==> src/rtl/pwm_pkg.sv <==
// pwm_pkg: shared widths, direction encoding and count type for the PWM timebase and generator
package pwm_pkg;
    localparam int PWM_COUNT_W = 16;
    localparam int PWM_PSC_W   = 8;
    typedef enum logic {PWM_DIR_DOWN = 1'b0, PWM_DIR_UP = 1'b1} pwm_dir_e;
    typedef logic [PWM_COUNT_W-1:0] count_t;
endpackage

==> src/rtl/pwm_counter_if.sv <==
// pwm_counter_if: control/config inputs and count outputs of the PWM timebase
interface pwm_counter_if #(
    parameter int COUNT_W = 16,
    parameter int PSC_W   = 8
);
    logic               counter_en;
    logic               count_reset;
    logic [COUNT_W-1:0] period;
    logic [PSC_W-1:0]   prescale;
    logic               upnotdown;
    logic [COUNT_W-1:0] count_val;
    logic               period_wrap;
    modport master (
        output counter_en, count_reset, period, prescale, upnotdown,
        input  count_val, period_wrap
    );
    modport slave (
        input  counter_en, count_reset, period, prescale, upnotdown,
        output count_val, period_wrap
    );
endinterface

==> src/rtl/pwm_prescaler.sv <==
// pwm_prescaler: clock divider producing a tick every prescale_i+1 enabled cycles
module pwm_prescaler #(
    parameter int PSC_W = 8
) (
    input  logic             clk,
    input  logic             rst,
    input  logic             en_i,
    input  logic             clr_i,
    input  logic [PSC_W-1:0] prescale_i,
    output logic             tick_o
);
    logic [PSC_W-1:0] psc_q, psc_d;
    // tick when the divider has reached the prescale value; clear or disable restarts the divide
    always_comb begin
        tick_o = en_i && (psc_q >= prescale_i);
        psc_d  = (clr_i || !en_i || tick_o) ? '0 : psc_q + 1'b1;
    end
    // divider state register
    always_ff @(posedge clk or posedge rst) begin
        if (rst) psc_q <= '0;
        else     psc_q <= psc_d;
    end
endmodule

==> src/rtl/pwm_counter.sv <==
// pwm_counter: prescaled up/down timebase with wrap pulse; PWM_COUNTER_SHADOW_EN selects shadowed period/prescale
module pwm_counter
    import pwm_pkg::*;
#(
    parameter int COUNT_W = PWM_COUNT_W,
    parameter int PSC_W   = PWM_PSC_W
) (
    input  logic             clk,
    input  logic             rst,
    pwm_counter_if.slave     cnt_if
);
    logic [COUNT_W-1:0] count_q, count_d, period_act;
    logic [PSC_W-1:0]   prescale_act;
    logic               wrap_q, wrap_d, tick, wrap_hit;
    pwm_dir_e           dir;

    assign dir = pwm_dir_e'(cnt_if.upnotdown);

    pwm_prescaler #(.PSC_W(PSC_W)) u_psc (
        .clk        (clk),
        .rst        (rst),
        .en_i       (cnt_if.counter_en),
        .clr_i      (cnt_if.count_reset),
        .prescale_i (prescale_act),
        .tick_o     (tick)
    );

`ifdef PWM_COUNTER_SHADOW_EN
    logic load_act;
    assign load_act = cnt_if.count_reset || !cnt_if.counter_en || (tick && wrap_hit);
    // shadow copies only change at wrap, clear or while stopped, so mid-period writes cannot glitch
    always_ff @(posedge clk or posedge rst) begin
        if (rst) begin
            period_act   <= '0;
            prescale_act <= '0;
        end else if (load_act) begin
            period_act   <= cnt_if.period;
            prescale_act <= cnt_if.prescale;
        end
    end
`else
    assign period_act   = cnt_if.period;
    assign prescale_act = cnt_if.prescale;
`endif

    // next count and wrap pulse; out-of-range counts fold back as a wrap, clear beats a tick
    always_comb begin
        wrap_hit = (dir == PWM_DIR_UP) ? (count_q >= period_act)
                                       : ((count_q == '0) || (count_q > period_act));
        count_d  = count_q;
        wrap_d   = 1'b0;
        if (cnt_if.count_reset) begin
            count_d = '0;
        end else if (tick) begin
            wrap_d  = wrap_hit;
            count_d = (dir == PWM_DIR_UP) ? (wrap_hit ? '0 : count_q + 1'b1)
                                          : (wrap_hit ? period_act : count_q - 1'b1);
        end
    end
    // count and wrap output registers
    always_ff @(posedge clk or posedge rst) begin
        if (rst) begin
            count_q <= '0;
            wrap_q  <= 1'b0;
        end else begin
            count_q <= count_d;
            wrap_q  <= wrap_d;
        end
    end

    assign cnt_if.count_val   = count_q;
    assign cnt_if.period_wrap = wrap_q;
endmodule

==> src/flat_wrapper.sv <==
// flat-port wrapper written by rule: the top's interface ports become plain ports
module pwm_counter_flat import pwm_pkg::*;
#(
    parameter int COUNT_W = PWM_COUNT_W,
    parameter int PSC_W   = PWM_PSC_W
)
  (clk, rst, cnt_if_counter_en, cnt_if_count_reset, cnt_if_period, cnt_if_prescale, cnt_if_upnotdown, cnt_if_count_val, cnt_if_period_wrap);
  pwm_counter_if #(.COUNT_W(COUNT_W), .PSC_W(PSC_W)) cnt_if_i ();
  input  logic clk;
  input  logic rst;
  input wire logic [$bits(cnt_if_i.counter_en)-1:0] cnt_if_counter_en;
  input wire logic [$bits(cnt_if_i.count_reset)-1:0] cnt_if_count_reset;
  input wire logic [$bits(cnt_if_i.period)-1:0] cnt_if_period;
  input wire logic [$bits(cnt_if_i.prescale)-1:0] cnt_if_prescale;
  input wire logic [$bits(cnt_if_i.upnotdown)-1:0] cnt_if_upnotdown;
  output wire logic [$bits(cnt_if_i.count_val)-1:0] cnt_if_count_val;
  output wire logic [$bits(cnt_if_i.period_wrap)-1:0] cnt_if_period_wrap;
  assign cnt_if_i.counter_en = cnt_if_counter_en;
  assign cnt_if_i.count_reset = cnt_if_count_reset;
  assign cnt_if_i.period = cnt_if_period;
  assign cnt_if_i.prescale = cnt_if_prescale;
  assign cnt_if_i.upnotdown = cnt_if_upnotdown;
  assign cnt_if_count_val = cnt_if_i.count_val;
  assign cnt_if_period_wrap = cnt_if_i.period_wrap;
  pwm_counter #(.COUNT_W(COUNT_W), .PSC_W(PSC_W)) u_core (.clk(clk), .rst(rst), .cnt_if(cnt_if_i));
endmodule
==> config.mk <==
export PLATFORM = sky130hd
export DESIGN_NAME = pwm_counter_flat
export DESIGN_NICKNAME = d
export VERILOG_FILES = /design/src/rtl/pwm_pkg.sv /design/src/rtl/pwm_counter_if.sv /design/src/rtl/pwm_prescaler.sv /design/src/rtl/pwm_counter.sv /design/src/flat_wrapper.sv
export SDC_FILE = /design/constraint.sdc
export NUM_CORES = 1
export LEC_CHECK = 0
export BUFFER_PORTS_ARGS = -buffer_cell sky130_fd_sc_hd__clkbuf_2
export CAP_MARGIN = 20
export CORE_ASPECT_RATIO = 0.5
export CORE_MARGIN = 2
export CORE_UTILIZATION = 61
export DETAILED_ROUTE_END_ITERATION = 8
export PLACE_DENSITY_LB_ADDON = 0.05
export SYNTH_ARGS = -nofsm -noshare
export SYNTH_HDL_FRONTEND = slang
export SYNTH_SLANG_ARGS = --single-unit
==> constraint.sdc <==
create_clock -name clk -period 3.65 [get_ports clk]
set_input_delay 0.5475 -clock clk [delete_from_list [all_inputs] [get_ports clk]]
set_output_delay 0.5475 -clock clk [all_outputs]
set_load 0.03 [all_outputs]
* Word-level counts from Yosys, hierarchy flattened
Index checks and enable logic that the tools add are counted.
** Storage, ports and cells
- Flip-flop bits (word level) :: 25
- Output and inout bits :: 17
** Cells by class
- Reduce and logical (&&, ||, !) cells :: 7
- Order comparisons :: 3
- Muxes and demuxes :: 9
- $add $sub $neg :: 3
** Operators by type and width (number)
- $mux 16 :: 5
- $add 16x1->16 const B :: 1
- $ge 16x16->1 :: 1
- $gt 16x16->1 :: 1
- $logic_not 16->1 :: 1
- $sub 16x1->16 const B :: 1
- $add 8x1->8 const B :: 1
- $ge 8x8->1 :: 1
- $mux 8 :: 1
- $logic_or 1x1->1 :: 3
- $mux 1 :: 3
- $reduce_bool 2->1 :: 1
- $logic_and 1x1->1 :: 1
- $logic_not 1->1 :: 1

* Longest topological paths before layout
- Word-level depth :: 7
- Depth in mapped cells :: 11
- Gate-level depth less buffers :: 9

* Hierarchy
Synthesis repeated with hierarchy kept, for this count alone.
** Unflattened totals
- Cells, all modules :: 320
- Area total of the unflattened synthesis :: 2580.0 µm²
** Modules (own cells, without submodules)
- pwm_counter :: times used 1, cells each 259, sequential area each 425.4 µm², area an instance 2006.9 µm²
- pwm_prescaler :: times used 1, cells each 61, sequential area each 200.2 µm², area an instance 573.0 µm²

* Least setup slack after synthesis
No wires, ideal clock.
- Kind :: reg2reg
- From :: reg u_core.count_q[0] (netlist: u_core.cnt_if.count_val[0])
- To :: reg u_core.count_q[0] (netlist: u_core.cnt_if.count_val[0])
- Required time :: 3.568 ns
- Path slack :: 1.018 ns
- Arrival time :: 2.550 ns
- Clock period less this slack :: 2.632 ns
- Buffers on the path :: 1
- Cell stages (with the launch flop) :: 10
- Library setup time :: 0.082 ns
- Cells stage by stage :: dfrtp_1 -> inv_1 -> ha_1 -> and2_2 -> a311oi_1 -> nand4_1 -> and2_2 -> buf_6 -> or3_2 -> a31oi_1
** Between the ends
- Word-level cells in the longest chain between the ends :: 7
- Elaborated cells on any way between the ends :: 12
- Classes of those cells :: 2 x add/sub; 2 x order compare; 6 x mux; 2 x reduce/logical
** RTL lines
- start: declaration :: line pwm_counter.sv:12 : logic [COUNT_W-1:0] count_q, count_d, period_act;
- start signal: assignment :: line pwm_counter.sv:66 : count_q <= count_d;
- $gt 16x16->1 / $logic_not 16->1 (equally long branches) :: line pwm_counter.sv:49 : : ((count_q == '0) || (count_q > period_act));
- $logic_or 1x1->1 :: line pwm_counter.sv:49
- $mux 1 :: line pwm_counter.sv:48 : wrap_hit = (dir == PWM_DIR_UP) ? (count_q >= period_act)
- $mux 16 (on tied branches) :: line pwm_counter.sv:57, pwm_counter.sv:56
- $mux 16 * :: line pwm_counter.sv:56 : count_d = (dir == PWM_DIR_UP) ? (wrap_hit ? '0 : count_q + 1'b1)
- $mux 16 * :: line pwm_counter.sv:54 : end else if (tick) begin
- $mux 16 * :: line pwm_counter.sv:52 : if (cnt_if.count_reset) begin
Mark *: on every way between the ends. The rest lies on a longest branch, timed or not. The select of a mux whose other input is x is not followed.
A chain may end at the register's enable or synchronous reset.

* Worst setup path after layout
Ends and elaborated chain as after synthesis.

==> flow_metrics.tcl <==
set metrics [dict create \
    finalSetupTns_ns 0 \
    placed_area_sq_um 2570 \
    ctsResizeCount 0 \
    clk_latency_ns 0.28 \
    die_area_sq_um 4470 \
    first_pass_iters 4 \
    p_leak_nw 1.32 \
    fmax_mhz 361 \
    r2r_setup_slack_ns 0.88 \
    slew_headroom_pct 50.4 \
    synth-seq-cells 25 \
    maxCapViolations 0 \
    gr-total-overflow 0 \
    async_reset_ff_share_pct 100 \
    grt_pass1_vias 2136 \
    nFillCells 334 \
    reg2reg_to "u_core.cnt_if.count_val[0]" \
    muxShareOfSynthArea_pct 0.418 \
    synth-xor-area-share_pct 2.56 \
    cp_data_required_time_ns 3.86 \
    synth_nets 342 \
    dp_hpwl_um 4530 \
    synth_top_cell_area_share_pct 26.1 \
    outcome "completed" \
    grt_usage_pct 28.6 \
    place_congestion 1.01 \
    grt_pass1_wl_um 10200 \
    h-tree-depth 1 \
    core-area_sq_um 3820 \
    nets 382 \
    viasPerCell 6.30 \
    pin_count 46 \
    routed_wl_um 6190 \
    wire_per_inst_um 16.4 \
    root_buffer "clkbuf_8" \
    port_buffers 45 \
    synthAdderAreaFrac_pct 14.6 \
    p_per_area_nw_per_um2 213 \
    preCtsSetupSlack_ns 0.800 \
    clockBufferDepth 2 \
    drc_errors 0 \
    synthTopCellsByArea "dfrtp_1 26%, ha_1 15%, inv_1 4.5%" \
    final_area_sq_um 2650 \
    yosysSeqAreaShare_pct 26.1 \
    ant_nets 0 \
    ys_types 55 \
    worstMarginPinSlew_ns 0.738 \
    post-route-period-util_pct 75.8 \
    hold_violations 0 \
    critPathMaxFanout 19 \
    cts_tree "yes" \
    numCtsBuffers 3 \
    setup_viol 0 \
    avgSynthCellArea_sq_um 8.40 \
    clock_skew_ns 0.0137 \
    area_delta_synth_final_pct 10.7 \
    cts_hold_buf 0 \
    syn_area_sq_um 2390 \
    ir_drop_mv 0.134 \
    vias 2381 \
    initial_core_util_pct 62.6 \
    grt_max_degree 27 \
    end_kind "flip-flop" \
    cts_sinks 25 \
    crit_type "reg2reg" \
    drive_gt1_share_pct 20.1 \
    setup_ws_ns 0.883 \
    rsz0062_at_grt "false" \
    synth_common_cells "29 x inv_1, 28 x ha_1, 26 x nor2_1" \
    hold_path.class "in2async" \
    fp.dieH_um 48.3 \
    period_needed_ns 2.77 \
    ys.flop_type "dfrtp_1" \
    antennaDiodeCount 0 \
    synth_simple_gate_area_share_pct 26.4 \
    synth_top_family_by_area "simple AND/OR/NAND/NOR gates" \
    yosys_warnings 0 \
    synth_top_area_cell "dfrtp_1" \
    arrival_ns 2.97 \
    antenna_found_initial 0 \
    cp-start-kind "flip-flop" \
    clkSlewWorstSetupHoldPaths_ns 0.10 \
    fin_util_pct 69.3 \
    post-cts-setup-buffers 0 \
    synth_cells 285 \
    drt_iter0_markers 225 \
    placementRows 16 \
    synth.most_common_cell "inv_1" \
    synth_compound_area_share_pct 19.7 \
    synth_edf_count 0 \
    die_width_um 92.6 \
    maxSlewViolCount 0 \
    r2r_start "u_core.cnt_if.count_val[0]" \
    r2r_cells 8 \
]
[report_power, final]
part           internal (mW)  switching [mW]  leakage [nW]  total, mW
Combinational         0.0412          0.0646         0.949      0.106
Clock                 0.0776          0.0987        0.0217      0.176
Sequential             0.278         0.00323         0.348      0.282
Total                  0.397           0.167          1.32      0.564
[cell type report]
class	instances	area, sq um	share of cell area [%]
Clock buffer	3	41.3	1.56
Clock inverter	1	7.51	0.283
Inverter	29	109	4.11
Multi-Input combinational cell	217	1530	57.5
Sequential cell	25	626	23.6
Tap cell	54	67.6	2.55
Timing Repair Buffer	49	275	10.4
[cells by family (layout without fill, tap and decap cells)]
kind of cell / count (synthesis) / in the layout
simple gates: 114 / 114
compound gates: 67 / 67
buf+inv: 43 / 82
fa+ha+maj: 28 / 28
flops: 25 / 25
xor+xnor: 7 / 7
mux: 1 / 1
[flip-flops by register name, summed over array words and instances (netlist names)]
name                       count
u_core.u_psc.psc_q             8
u_core.cnt_if.period_wrap      1
u_core.cnt_if.count_val       16
[worst max-delay path, cell delays in order (launching register included)]
cell	delay [ns]
dfrtp_1	0.52
inv_1	0.13
ha_1	0.31
and2_2	0.18
a311oi_1	0.34
nand4_1	0.21
and2_2	0.37
or3_2	0.45
a31oi_1	0.18
[metrics by stage]
step	hold slack [ns]	power (mW)	instances
final	0.159	0.564	378
after global routing	0.155	0.593	378
after CTS	0.485	0.567	377
after detailed placement	0.538	0.387	373
after global placement	0.529	0.385	373
after floorplan	0.485	0.354	285
[per-layer routing]
layer,track usage [%],vias up,part of all wire [%]
met2,45.9,85,44
met5,0,-,0
li1,-,1155,-
met4,4.90,0,0.65
met1,42.0,1135,48
met3,4.52,6,7.7
[worst max-delay path by stage]
stage                               start  slack (ns)                    endpoint
6_report       u_core.cnt_if.count_val[0]        0.88  u_core.cnt_if.count_val[0]
5_1_grt        u_core.cnt_if.count_val[7]        0.64  u_core.cnt_if.count_val[1]
4_1_cts        u_core.cnt_if.count_val[9]        0.90  u_core.cnt_if.count_val[0]
3_5_place_dp             cnt_if_period[9]        0.80  u_core.cnt_if.count_val[0]
3_3_place_gp             cnt_if_period[9]        0.85  u_core.cnt_if.count_val[0]
2_1_floorplan  u_core.cnt_if.count_val[0]        1.02  u_core.cnt_if.count_val[0]
[cells in the final DEF, fill, tap and decap left out, drive strengths merged, types with 5 or more instances in the layout]
master  Yosys  layout
ha         28      28
a32oi       6       6
a221o       7       7
nand4       9       9
and3        5       5
nor2       26      26
or4         6       6
nor3       13      13
clkbuf      8      48
nand2      14      14
a21oi      17      17
nand3      17      17
nor4        8       8
dfrtp      25      25
inv        29      29
o21ai      10      10
xor2        6       6
Note: power is estimated with default switching activity, not from simulation.
